[config.mk]
export PLATFORM = sky130hd
export DESIGN_NAME = knapsack_sweep
export DESIGN_NICKNAME = d
export VERILOG_FILES = /design/src/rtl/knap_pkg.sv /design/src/rtl/knap_eval.sv /design/src/rtl/knapsack_sweep.sv
export SDC_FILE = /design/constraint.sdc
export NUM_CORES = 1
export LEC_CHECK = 0
export BUFFER_PORTS_ARGS = -buffer_cell sky130_fd_sc_hd__buf_4
export CAP_MARGIN = 30
export CELL_PAD_IN_SITES_DETAIL_PLACEMENT = 1
export CELL_PAD_IN_SITES_GLOBAL_PLACEMENT = 1
export CORE_ASPECT_RATIO = 0.9
export CORE_MARGIN = 1.5
export CORE_UTILIZATION = 26
export DETAILED_ROUTE_END_ITERATION = 7
export GPL_TIMING_DRIVEN = 0
export PLACE_DENSITY = 0.57
export SETUP_SLACK_MARGIN = 0.1
export SYNTH_ARGS = -nofsm -noshare
export SYNTH_HDL_FRONTEND = slang
export SYNTH_SLANG_ARGS = --single-unit
[constraint.sdc]
create_clock -name clk -period 13.2 [get_ports clk]
set_input_delay 1.32 -clock clk [delete_from_list [all_inputs] [get_ports clk]]
set_output_delay 1.32 -clock clk [all_outputs]
set_load 0.02 [all_outputs]
[src/rtl/knap_pkg.sv]
// Shared types and helpers for the exhaustive knapsack sweep and its evaluator.
package knap_pkg;

  typedef enum logic [1:0] {
    StIdle,
    StSweep,
    StDrain,
    StFin
  } state_e;

  // Wide enough that a sum of n_items coefficients of w bits cannot overflow.
  function automatic int unsigned acc_w(input int unsigned n_items, input int unsigned w);
    return w + $clog2(n_items + 1);
  endfunction

  function automatic int unsigned value_idx(input int unsigned i, input int unsigned w);
    return i * w;
  endfunction

  function automatic int unsigned cost_idx(input int unsigned i, input int unsigned d,
                                           input int unsigned n_dims, input int unsigned w);
    return (i * n_dims + d) * w;
  endfunction

  function automatic int unsigned cap_idx(input int unsigned d, input int unsigned w);
    return d * w;
  endfunction

endpackage

[src/rtl/knap_eval.sv]
// Combinational evaluation of one selection vector: value sum, per-dimension cost sums and
// feasibility against the minimum value and the capacities.
module knap_eval
  import knap_pkg::*;
#(
  parameter int unsigned N_ITEMS = 5,
  parameter int unsigned N_DIMS  = 2,
  parameter int unsigned W       = 8,
  parameter int unsigned ACC_W   = acc_w(N_ITEMS, W)
) (
  input  logic [N_ITEMS-1:0]        sel,
  input  logic [N_ITEMS*W-1:0]      item_value,
  input  logic [N_ITEMS*N_DIMS*W-1:0] item_cost,
  input  logic [N_DIMS*W-1:0]       capacity,
  input  logic [W-1:0]              min_value,
  output logic [ACC_W-1:0]          value_sum,
  output logic [N_DIMS*ACC_W-1:0]   cost_sum,
  output logic                      feasible
);

  always_comb begin
    value_sum = '0;
    cost_sum  = '0;
    for (int unsigned i = 0; i < N_ITEMS; i++) begin
      if (sel[i]) begin
        value_sum = value_sum + ACC_W'(item_value[value_idx(i, W) +: W]);
        for (int unsigned d = 0; d < N_DIMS; d++) begin
          cost_sum[d*ACC_W +: ACC_W] = cost_sum[d*ACC_W +: ACC_W]
                                     + ACC_W'(item_cost[cost_idx(i, d, N_DIMS, W) +: W]);
        end
      end
    end

    feasible = (value_sum >= ACC_W'(min_value));
    for (int unsigned d = 0; d < N_DIMS; d++) begin
      if (cost_sum[d*ACC_W +: ACC_W] > ACC_W'(capacity[cap_idx(d, W) +: W])) begin
        feasible = 1'b0;
      end
    end
  end

endmodule

[src/rtl/knapsack_sweep.sv]
// Exhaustive knapsack solver: sweeps every selection vector through a two-stage
// evaluate/compare pipeline and reports the best feasible selection.
module knapsack_sweep
  import knap_pkg::*;
#(
  parameter int unsigned N_ITEMS = 5,
  parameter int unsigned N_DIMS  = 2,
  parameter int unsigned W       = 8,
  parameter int unsigned ACC_W   = acc_w(N_ITEMS, W)
) (
  input  logic                        clk,
  input  logic                        rst_n,
  input  logic                        start,
  input  logic [W-1:0]                min_value,
  input  logic [N_DIMS*W-1:0]         capacity,
  input  logic [N_ITEMS*W-1:0]        item_value,
  input  logic [N_ITEMS*N_DIMS*W-1:0] item_cost,
  output logic                        busy,
  output logic                        done,
  output logic                        best_valid,
  output logic [N_ITEMS-1:0]          best_sel,
  output logic [ACC_W-1:0]            best_value,
  output logic [N_ITEMS:0]            feasible_count
);

  localparam logic [N_ITEMS:0] LastSel = (N_ITEMS + 1)'((1 << N_ITEMS) - 1);

  state_e state;

  logic [N_ITEMS*W-1:0]        snap_value;
  logic [N_ITEMS*N_DIMS*W-1:0] snap_cost;
  logic [N_DIMS*W-1:0]         snap_cap;
  logic [W-1:0]                snap_min;
  logic [N_ITEMS:0]            cnt;

  logic                        s1_valid;
  logic                        s1_feasible;
  logic [N_ITEMS-1:0]          s1_sel;
  logic [ACC_W-1:0]            s1_value;

  logic [ACC_W-1:0]            eval_value;
  logic [N_DIMS*ACC_W-1:0]     eval_cost;
  logic                        eval_feasible;

  knap_eval #(
    .N_ITEMS (N_ITEMS),
    .N_DIMS  (N_DIMS),
    .W       (W),
    .ACC_W   (ACC_W)
  ) u_eval (
    .sel        (cnt[N_ITEMS-1:0]),
    .item_value (snap_value),
    .item_cost  (snap_cost),
    .capacity   (snap_cap),
    .min_value  (snap_min),
    .value_sum  (eval_value),
    .cost_sum   (eval_cost),
    .feasible   (eval_feasible)
  );

  // Cost sums only matter here through the feasible flag.
  logic unused_cost;
  assign unused_cost = ^eval_cost;

  always_ff @(posedge clk or negedge rst_n) begin
    if (!rst_n) begin
      state          <= StIdle;
      busy           <= 1'b0;
      done           <= 1'b0;
      best_valid     <= 1'b0;
      best_sel       <= '0;
      best_value     <= '0;
      feasible_count <= '0;
      snap_value     <= '0;
      snap_cost      <= '0;
      snap_cap       <= '0;
      snap_min       <= '0;
      cnt            <= '0;
      s1_valid       <= 1'b0;
      s1_feasible    <= 1'b0;
      s1_sel         <= '0;
      s1_value       <= '0;
    end else begin
      done     <= 1'b0;
      s1_valid <= 1'b0;

      unique case (state)
        StIdle: begin
          if (start) begin
            snap_value     <= item_value;
            snap_cost      <= item_cost;
            snap_cap       <= capacity;
            snap_min       <= min_value;
            cnt            <= '0;
            busy           <= 1'b1;
            best_valid     <= 1'b0;
            best_sel       <= '0;
            best_value     <= '0;
            feasible_count <= '0;
            state          <= StSweep;
          end
        end
        StSweep: begin
          s1_valid    <= 1'b1;
          s1_sel      <= cnt[N_ITEMS-1:0];
          s1_value    <= eval_value;
          s1_feasible <= eval_feasible;
          cnt         <= cnt + (N_ITEMS + 1)'(1);
          if (cnt == LastSel) begin
            state <= StDrain;
          end
        end
        StDrain: begin
          if (!s1_valid) begin
            state <= StFin;
            done  <= 1'b1;
            busy  <= 1'b0;
          end
        end
        StFin: begin
          state <= StIdle;
        end
        default: begin
          state <= StIdle;
        end
      endcase

      // Strict greater-than keeps the lower-index selection on ties.
      if (s1_valid && s1_feasible) begin
        feasible_count <= feasible_count + (N_ITEMS + 1)'(1);
        if (!best_valid || (s1_value > best_value)) begin
          best_valid <= 1'b1;
          best_sel   <= s1_sel;
          best_value <= s1_value;
        end
      end
    end
  end

endmodule

* Word-level counts from Yosys, hierarchy flattened
Cells that the tools add are included.
** Cells by class
- Reductions and logical operators :: 13
- Shifts and indexed selects :: 0
- Div/mod/pow operators :: 0
- Bitwise logic cells :: 0
- Multiplexer cells :: 38
- Equal/unequal tests :: 7
- Multipliers :: 0
- Order comparisons :: 4
- Add/subtract/negate cells :: 14
** Operators with widths (count)
- $add A11 B8 Y11 :: 10
- $mux W11 :: 8
- $mux W22 :: 4
- $gt A11 B8 Y1 :: 2
- $mux W5 :: 4
- $mux W19 :: 1
- $add A8 B8 Y9 :: 2
- $mux W6 :: 3
- $add A6 B1 Y6 const B :: 2
- $pmux W6 S2 :: 1
- $ge A11 B8 Y1 :: 1
- $gt A11 B11 Y1 :: 1
- $mux W1 :: 11
- $mux W8 :: 1
- $pmux W2 S4 :: 1
- $reduce_bool A2 Y1 :: 4
- $eq A6 B5 Y1 const B :: 1
- $mux W2 :: 3
- $ne A2 B2 Y1 const B :: 3
- $reduce_and A2 Y1 :: 3
- $reduce_and A3 Y1 :: 2
- $eq A2 B2 Y1 const B :: 2
- $eq A2 B1 Y1 const B :: 1
- $logic_not A2 Y1 :: 1
- 4 further kinds :: 4
** Word-level totals
- Input bits :: 147
- Word-level logic and storage cells :: 92
- Latch bits :: 0
- Bits in registers :: 195
- Memory bits (read-only) :: 0
- Bits in writable memories :: 0
- Output and inout port bits :: 25
- Memories kept :: 0

* Depth between registers and ports, before layout
- Depth after elaboration :: 12
- Mapped depth :: 37
- Depth with buffers taken out :: 35

* By module
Synthesis repeated with hierarchy kept, for this count alone.
** Second synthesis, totals
- Cell total of the unflattened synthesis :: 1359
- Area total of the unflattened synthesis :: 13983.4 um2
** Modules (own cells, without submodules)
- knapsack_sweep :: area an instance 7724.9 um2, sequential area each 4879.7 um2, cells an instance 502, times used 1
- knap_eval :: area an instance 6258.5 um2, sequential area each 0.0 um2, cells an instance 857, times used 1

* Least setup slack after synthesis
No wires, ideal clock.
- Kind :: register -> register
- From :: register cnt[0]
- To :: register s1_feasible
- Period minus slack after synthesis :: 6.840 ns
- Cell stages (with the launch flop) :: 35
- Slack :: 6.360 ns
- Arrival :: 6.755 ns
- Required time :: 13.114 ns
- Setup time :: 0.086 ns
- Buffers on the path :: 2
- Path through :: dfrtp_1 > buf_4 > clkbuf_1 > and2_1 > ha_1 > fa_1 > a21oi_1 > o22ai_2 > nor3_1 > nor3_1 > a21o_1 > ha_1 > o21a_1 > o31ai_1 > a21boi_0 > mux2_2 > ha_1 > o21a_1 > o31a_1 > o21a_1 > nor2_1 > xnor2_1 > mux2_2 > ha_1 > o41a_1 > xor2_1 > mux2_2 > ha_1 > a21o_1 > a31oi_1 > o22ai_1 > nor2_1 > o221ai_1 > or4_1 > a32oi_1
** Between the ends
- Word-level cells in the longest chain between the ends :: 12
- Elaborated cells on any way between the ends :: 27
- Classes of those cells :: add/sub (12); order compare (3); mux (12)
** Ends and longest elaborated chain
- start, declared :: RTL line knapsack_sweep.sv:34 : logic [N_ITEMS:0] cnt;
- start signal, assigned :: RTL line knapsack_sweep.sv:108 : cnt <= cnt + (N_ITEMS + 1)'(1);
- $mux W19 or $mux W8 (tied branches) :: RTL line knap_eval.sv:25 : if (sel[i]) begin
- $add A11 B8 Y11 or $add A8 B8 Y9 (tied branches) :: RTL line knap_eval.sv:29, knap_eval.sv:26
- $mux W22 or $mux W11 (tied branches) :: RTL line knap_eval.sv:25
- $add A11 B8 Y11, on equally long branches :: RTL line knap_eval.sv:29, knap_eval.sv:26
- $mux W22 or $mux W11 (tied branches) :: RTL line knap_eval.sv:25
- $add A11 B8 Y11, on equally long branches :: RTL line knap_eval.sv:29, knap_eval.sv:26
- $mux W22 or $mux W11 (tied branches) :: RTL line knap_eval.sv:25
- $add A11 B8 Y11, on equally long branches :: RTL line knap_eval.sv:29, knap_eval.sv:26
- $mux W22 or $mux W11 (tied branches) :: RTL line knap_eval.sv:25
- $gt A11 B8 Y1 or $ge A11 B8 Y1 (tied branches) :: RTL line knap_eval.sv:36, knap_eval.sv:34
- $mux W1 :: RTL line knap_eval.sv:36 : if (cost_sum[d*ACC_W +: ACC_W] > ACC_W'(capacity[cap_idx(d, W) +: W])) begin
- $mux W1 * :: RTL line knap_eval.sv:36
- end signal, assigned :: RTL line knapsack_sweep.sv:107 : s1_feasible <= eval_feasible;
- end, declared :: RTL line knapsack_sweep.sv:37 : logic s1_feasible;
Mark *: on every way between the ends. The rest lies on a longest branch, timed or not.
A chain may end at the register's enable or synchronous reset.

* Worst setup path after layout
- From :: register cnt[1]
- To :: register s1_feasible
** Between the ends
- Word-level cells in the longest chain between the ends :: 10
- Elaborated cells on any way between the ends :: 22
- Classes of those cells :: add/sub (9); order compare (3); mux (10)
** Ends and longest elaborated chain (RTL line)
- $mux W11 or $mux W22 (tied branches) :: knap_eval.sv:25
- $add A11 B8 Y11, on equally long branches :: knap_eval.sv:26, knap_eval.sv:29
- $mux W11 or $mux W22 (tied branches) :: knap_eval.sv:25
- $add A11 B8 Y11, on equally long branches :: knap_eval.sv:26, knap_eval.sv:29
- $mux W11 or $mux W22 (tied branches) :: knap_eval.sv:25
- $add A11 B8 Y11, on equally long branches :: knap_eval.sv:26, knap_eval.sv:29
- $mux W11 or $mux W22 (tied branches) :: knap_eval.sv:25
- $ge A11 B8 Y1 or $gt A11 B8 Y1 (tied branches) :: knap_eval.sv:34, knap_eval.sv:36
- $mux W1 :: knap_eval.sv:36
- $mux W1 * :: knap_eval.sv:36
Marked as above.

==> run_results.csv <==
group,metric,value,unit
run_status,status,"completed",
final_layout,finish.utilization,0.319,
clock_network,cts_setup_buffers,0,
place,placed_area,16000,um^2
final_layout,fin_nets,1939,
setup_path,ff2ff_setup_slack,5040,ps
grt,track_usage,0.170,
floorplanning,die_h,222,um
setup_path,critPathMaxFanout,10,
timing,rsz0062_at_grt,"false",
logic_synthesis,synth_nets,1747,
clock_network,cts_max_level,4,
timing,fin_setup_tns,0,ps
final_layout,final_cell_mix,"dfrtp_1 (195), buf_4 (172), mux2_2 (146)",
route,vias,11400,
clock_network,post_cts_resized,0,
route,routed_wl,44900,um
grt,grt_overflow,0,
setup_path,cp_common_cell,"o21ai_0",
power,p_int,2.62,mW
power,share_seq_of_total_power,0.221,
floorplanning,core,52100,um^2
floorplanning,die_w,246,um
setup_path,slowest_stage,"buf_1",
route,drt_iter0_markers,435,
timing,finalHoldViolCount,0,
floorplanning,initial_utilization,0.265,
logic_synthesis,postSynthAreaPerCell,9.52,um^2
clock_network,postCtsHoldBufs,0,
place,dp_hpwl,36100,um
floorplanning,die_area,54600,um^2
route,detail_route.wl_per_cell,19.2,um
clock_network,clock_latency,480,ps
power,power_switching,2.24,mW
timing,slew_viol_final,0,
logic_synthesis,postSynth.asyncResetShare,1.00,
logic_synthesis,syn-instance-count,1452,
logic_synthesis,synth_seq_cells,195,
setup_path,r2r_start,"cnt[1]",
hold_path,min_from,"snap_cost[0]",
hold_path,hold_depth,1,
grt,grt_antenna_before_repair,0,
setup_path,reg2reg_depth,30,
clock_network,clkTransAtPathRegs,80,ps
power,pwr_density_cell,292,nW/um^2
final_layout,final_area,16600,um^2
setup_path,crit_path_start_kind,"flop",
setup_path,worstSetupPathType,"reg2reg",
floorplanning,rows,79,
logic_synthesis,synth_edf_count,0,
grt,grt_pass1_wl,70900,um
timing,setup_viol,0,
timing,worst_slew_pin_slew,946,ps
timing,holdWs,508,ps
timing,period_share,0.618,
power,ir_drop,0.000111,V
clock_network,root_buffer,"clkbuf_16",
route,drt-pass1-iter-count,4,
hold_path,hold_end,"snap_cost[0]",
grt,grt_max_degree,116,
route,ant_nets,0,
run,drv_cap,0,
setup_path,cp_slowest_stage_delay,770,ps
setup_path,crit-reg2reg-capture,"s1_feasible",
logic_synthesis,synth_seq_area_share,0.353,
power,p_sw_frac,0.461,
floorplanning,ios,172,
clock_network,cts_tree,"yes",
timing,max_freq,0.123,GHz
final_layout,diodes,0,
final_layout,final_common_cell,"dfrtp_1",
power,p_clk_frac,0.118,
place,portBuffers,171,
hold_path,hold_class,"reg2reg",
timing,fin_crit,8160,ps
final_layout,drive_above_1_share,0.223,
setup_path,crit_required,13590,ps
power,pwr-share-comb,0.661,
clock_network,cts.sinks,195,
setup_path,worstSetupEndpointType,"flop",
logic_synthesis,ys_warn_count,0,
timing,clock_skew,11.2,ps
logic_synthesis,synth_cell_type_count,70,
route,routed_via_density,4.87,
timing,worst_slew_margin_rel,0.369,
logic_synthesis,syn_area,13800,um^2
clock_network,clk_path_buf_depth,2,
final_layout,area.growth.synth_to_final,20.4,%
clock_network,cts_inserted_buffers,17,
power,power,4.87,mW
grt,grt_pass1_vias,12400,
route,drc,0,
power,p_leak,7.66,nW
place,place.gp.congestion,0.846,
setup_path,arrival,8550,ps
logic_synthesis,synthFlopType,"dfrtp_1",
-- cell usage after synthesis (3+ instances only) --
| cell type | count | area share |
|---|---|---|
| dfrtp_1 | 195 | 0.35 |
| mux2_2 | 146 | 0.12 |
| nand2_1 | 138 | 0.037 |
| ha_1 | 136 | 0.12 |
| o21ai_0 | 114 | 0.041 |
| inv_1 | 108 | 0.029 |
| nor2_1 | 89 | 0.024 |
| a21oi_1 | 74 | 0.027 |
| clkbuf_1 | 38 | 0.010 |
| xnor2_1 | 38 | 0.024 |
| o21a_1 | 36 | 0.020 |
| mux2i_1 | 33 | 0.024 |
| a21o_1 | 27 | 0.015 |
| nand3_1 | 24 | 0.0087 |
| nor3_1 | 24 | 0.0087 |
| xor2_1 | 23 | 0.015 |
| nor2b_1 | 21 | 0.0095 |
| a211oi_1 | 18 | 0.0098 |
| and2_1 | 15 | 0.0068 |
| o31ai_1 | 13 | 0.0071 |
| fa_1 | 12 | 0.017 |
| buf_1 | 9 | 0.0024 |
| nand2b_1 | 8 | 0.0036 |
| nand4_1 | 7 | 0.0032 |
| o21bai_1 | 7 | 0.0038 |
| o31a_1 | 7 | 0.0044 |
| a31oi_1 | 6 | 0.0027 |
| nor3b_1 | 6 | 0.0033 |
| o211ai_1 | 6 | 0.0033 |
| a211o_1 | 5 | 0.0032 |
| or2_2 | 4 | 0.0018 |
| a2bb2oi_1 | 3 | 0.0019 |
| a32o_1 | 3 | 0.0022 |
| a41oi_1 | 3 | 0.0019 |
| buf_2 | 3 | 0.0011 |
| o2111ai_1 | 3 | 0.0019 |
| o22ai_1 | 3 | 0.0014 |
| o2bb2ai_1 | 3 | 0.0019 |
| or3_1 | 3 | 0.0014 |
-- critical path: cells and delay by family, from the launching register on --
| kind | cells | cell delay [ps] |
|---|---|---|
| fa+ha+maj | 4 | 1290 |
| flops | 1 | 380 |
| buf+inv | 3 | 1880 |
| compound gates | 14 | 2180 |
| mux | 2 | 600 |
| xor+xnor | 1 | 120 |
| simple gates | 6 | 1600 |
-- per-layer routing --
metal | up-vias | share of wire | routed length (um) | GRT usage
li1 | 5525 | - | - | -
met1 | 5731 | 0.47 | 21100 | 0.222
met2 | 133 | 0.49 | 22100 | 0.291
met3 | 36 | 0.023 | 1020 | 0.0240
met4 | 0 | 0.016 | 736 | 0.0465
met5 | - | 0 | 0 | 0
-- worst max-delay path by stage --
stage | to | startpoint | cells past startpoint
after CTS | s1_feasible | cnt[0] | 31
final | s1_feasible | cnt[1] | 30
after global placement | s1_feasible | cnt[0] | 31
after floorplan | s1_feasible | cnt[0] | 34
after global routing | s1_feasible | cnt[0] | 34
after detailed placement | s1_feasible | cnt[0] | 31
-- cells by family (layout without fill, tap and decap cells) --
| kind of cell | Yosys count | after routing | synth area share |
|---|---|---|---|
| adders and majority gates | 150 | 150 | 0.142 |
| muxes | 179 | 179 | 0.143 |
| xor gates and xnor gates | 61 | 61 | 0.0386 |
| buffers and inverters | 162 | 367 | 0.0448 |
| AOI/OAI and AO/OA | 353 | 353 | 0.163 |
| and+or+nand+nor | 352 | 352 | 0.115 |
| DFF | 195 | 195 | 0.353 |
-- power groups by stage --
stage               sequential [mW]  combinational [mW]  clock (mW)
floorplan                      1.02                2.41           0
global placement               1.08                3.08           0
detailed placement             1.09                3.22           0
CTS                            1.08                3.25       0.595
global route                   1.11                3.64       0.611
finish                         1.08                3.22       0.572
-- sequential cells by signal, summed over array words and instances, names as in the netlist, 2 cells and up --
name	count
snap_min	8
s1_value	11
s1_sel	5
snap_value	40
best_value	11
snap_cost	80
state	2
snap_cap	16
feasible_count	6
best_sel	5
cnt	6
-- through the flow --
stage	setup slack, ps	cells
global route	4310	2345
global placement	5050	2311
floorplan	6360	1452
CTS	4890	2345
detailed placement	4950	2313
finish	5040	2345
-- final cells by class --
class                      instances  area [um^2]
fill                            6012        35500
multi-input combinational       1095         8320
sequential                       195         4880
timing repair buffer             173         1330
tap                              688          861
clock buffer                      18          429
inverter                         110          413
buffer                            52          206
clock inverter                    14          191
No activity file was read; power rests on OpenSTA's default activity.
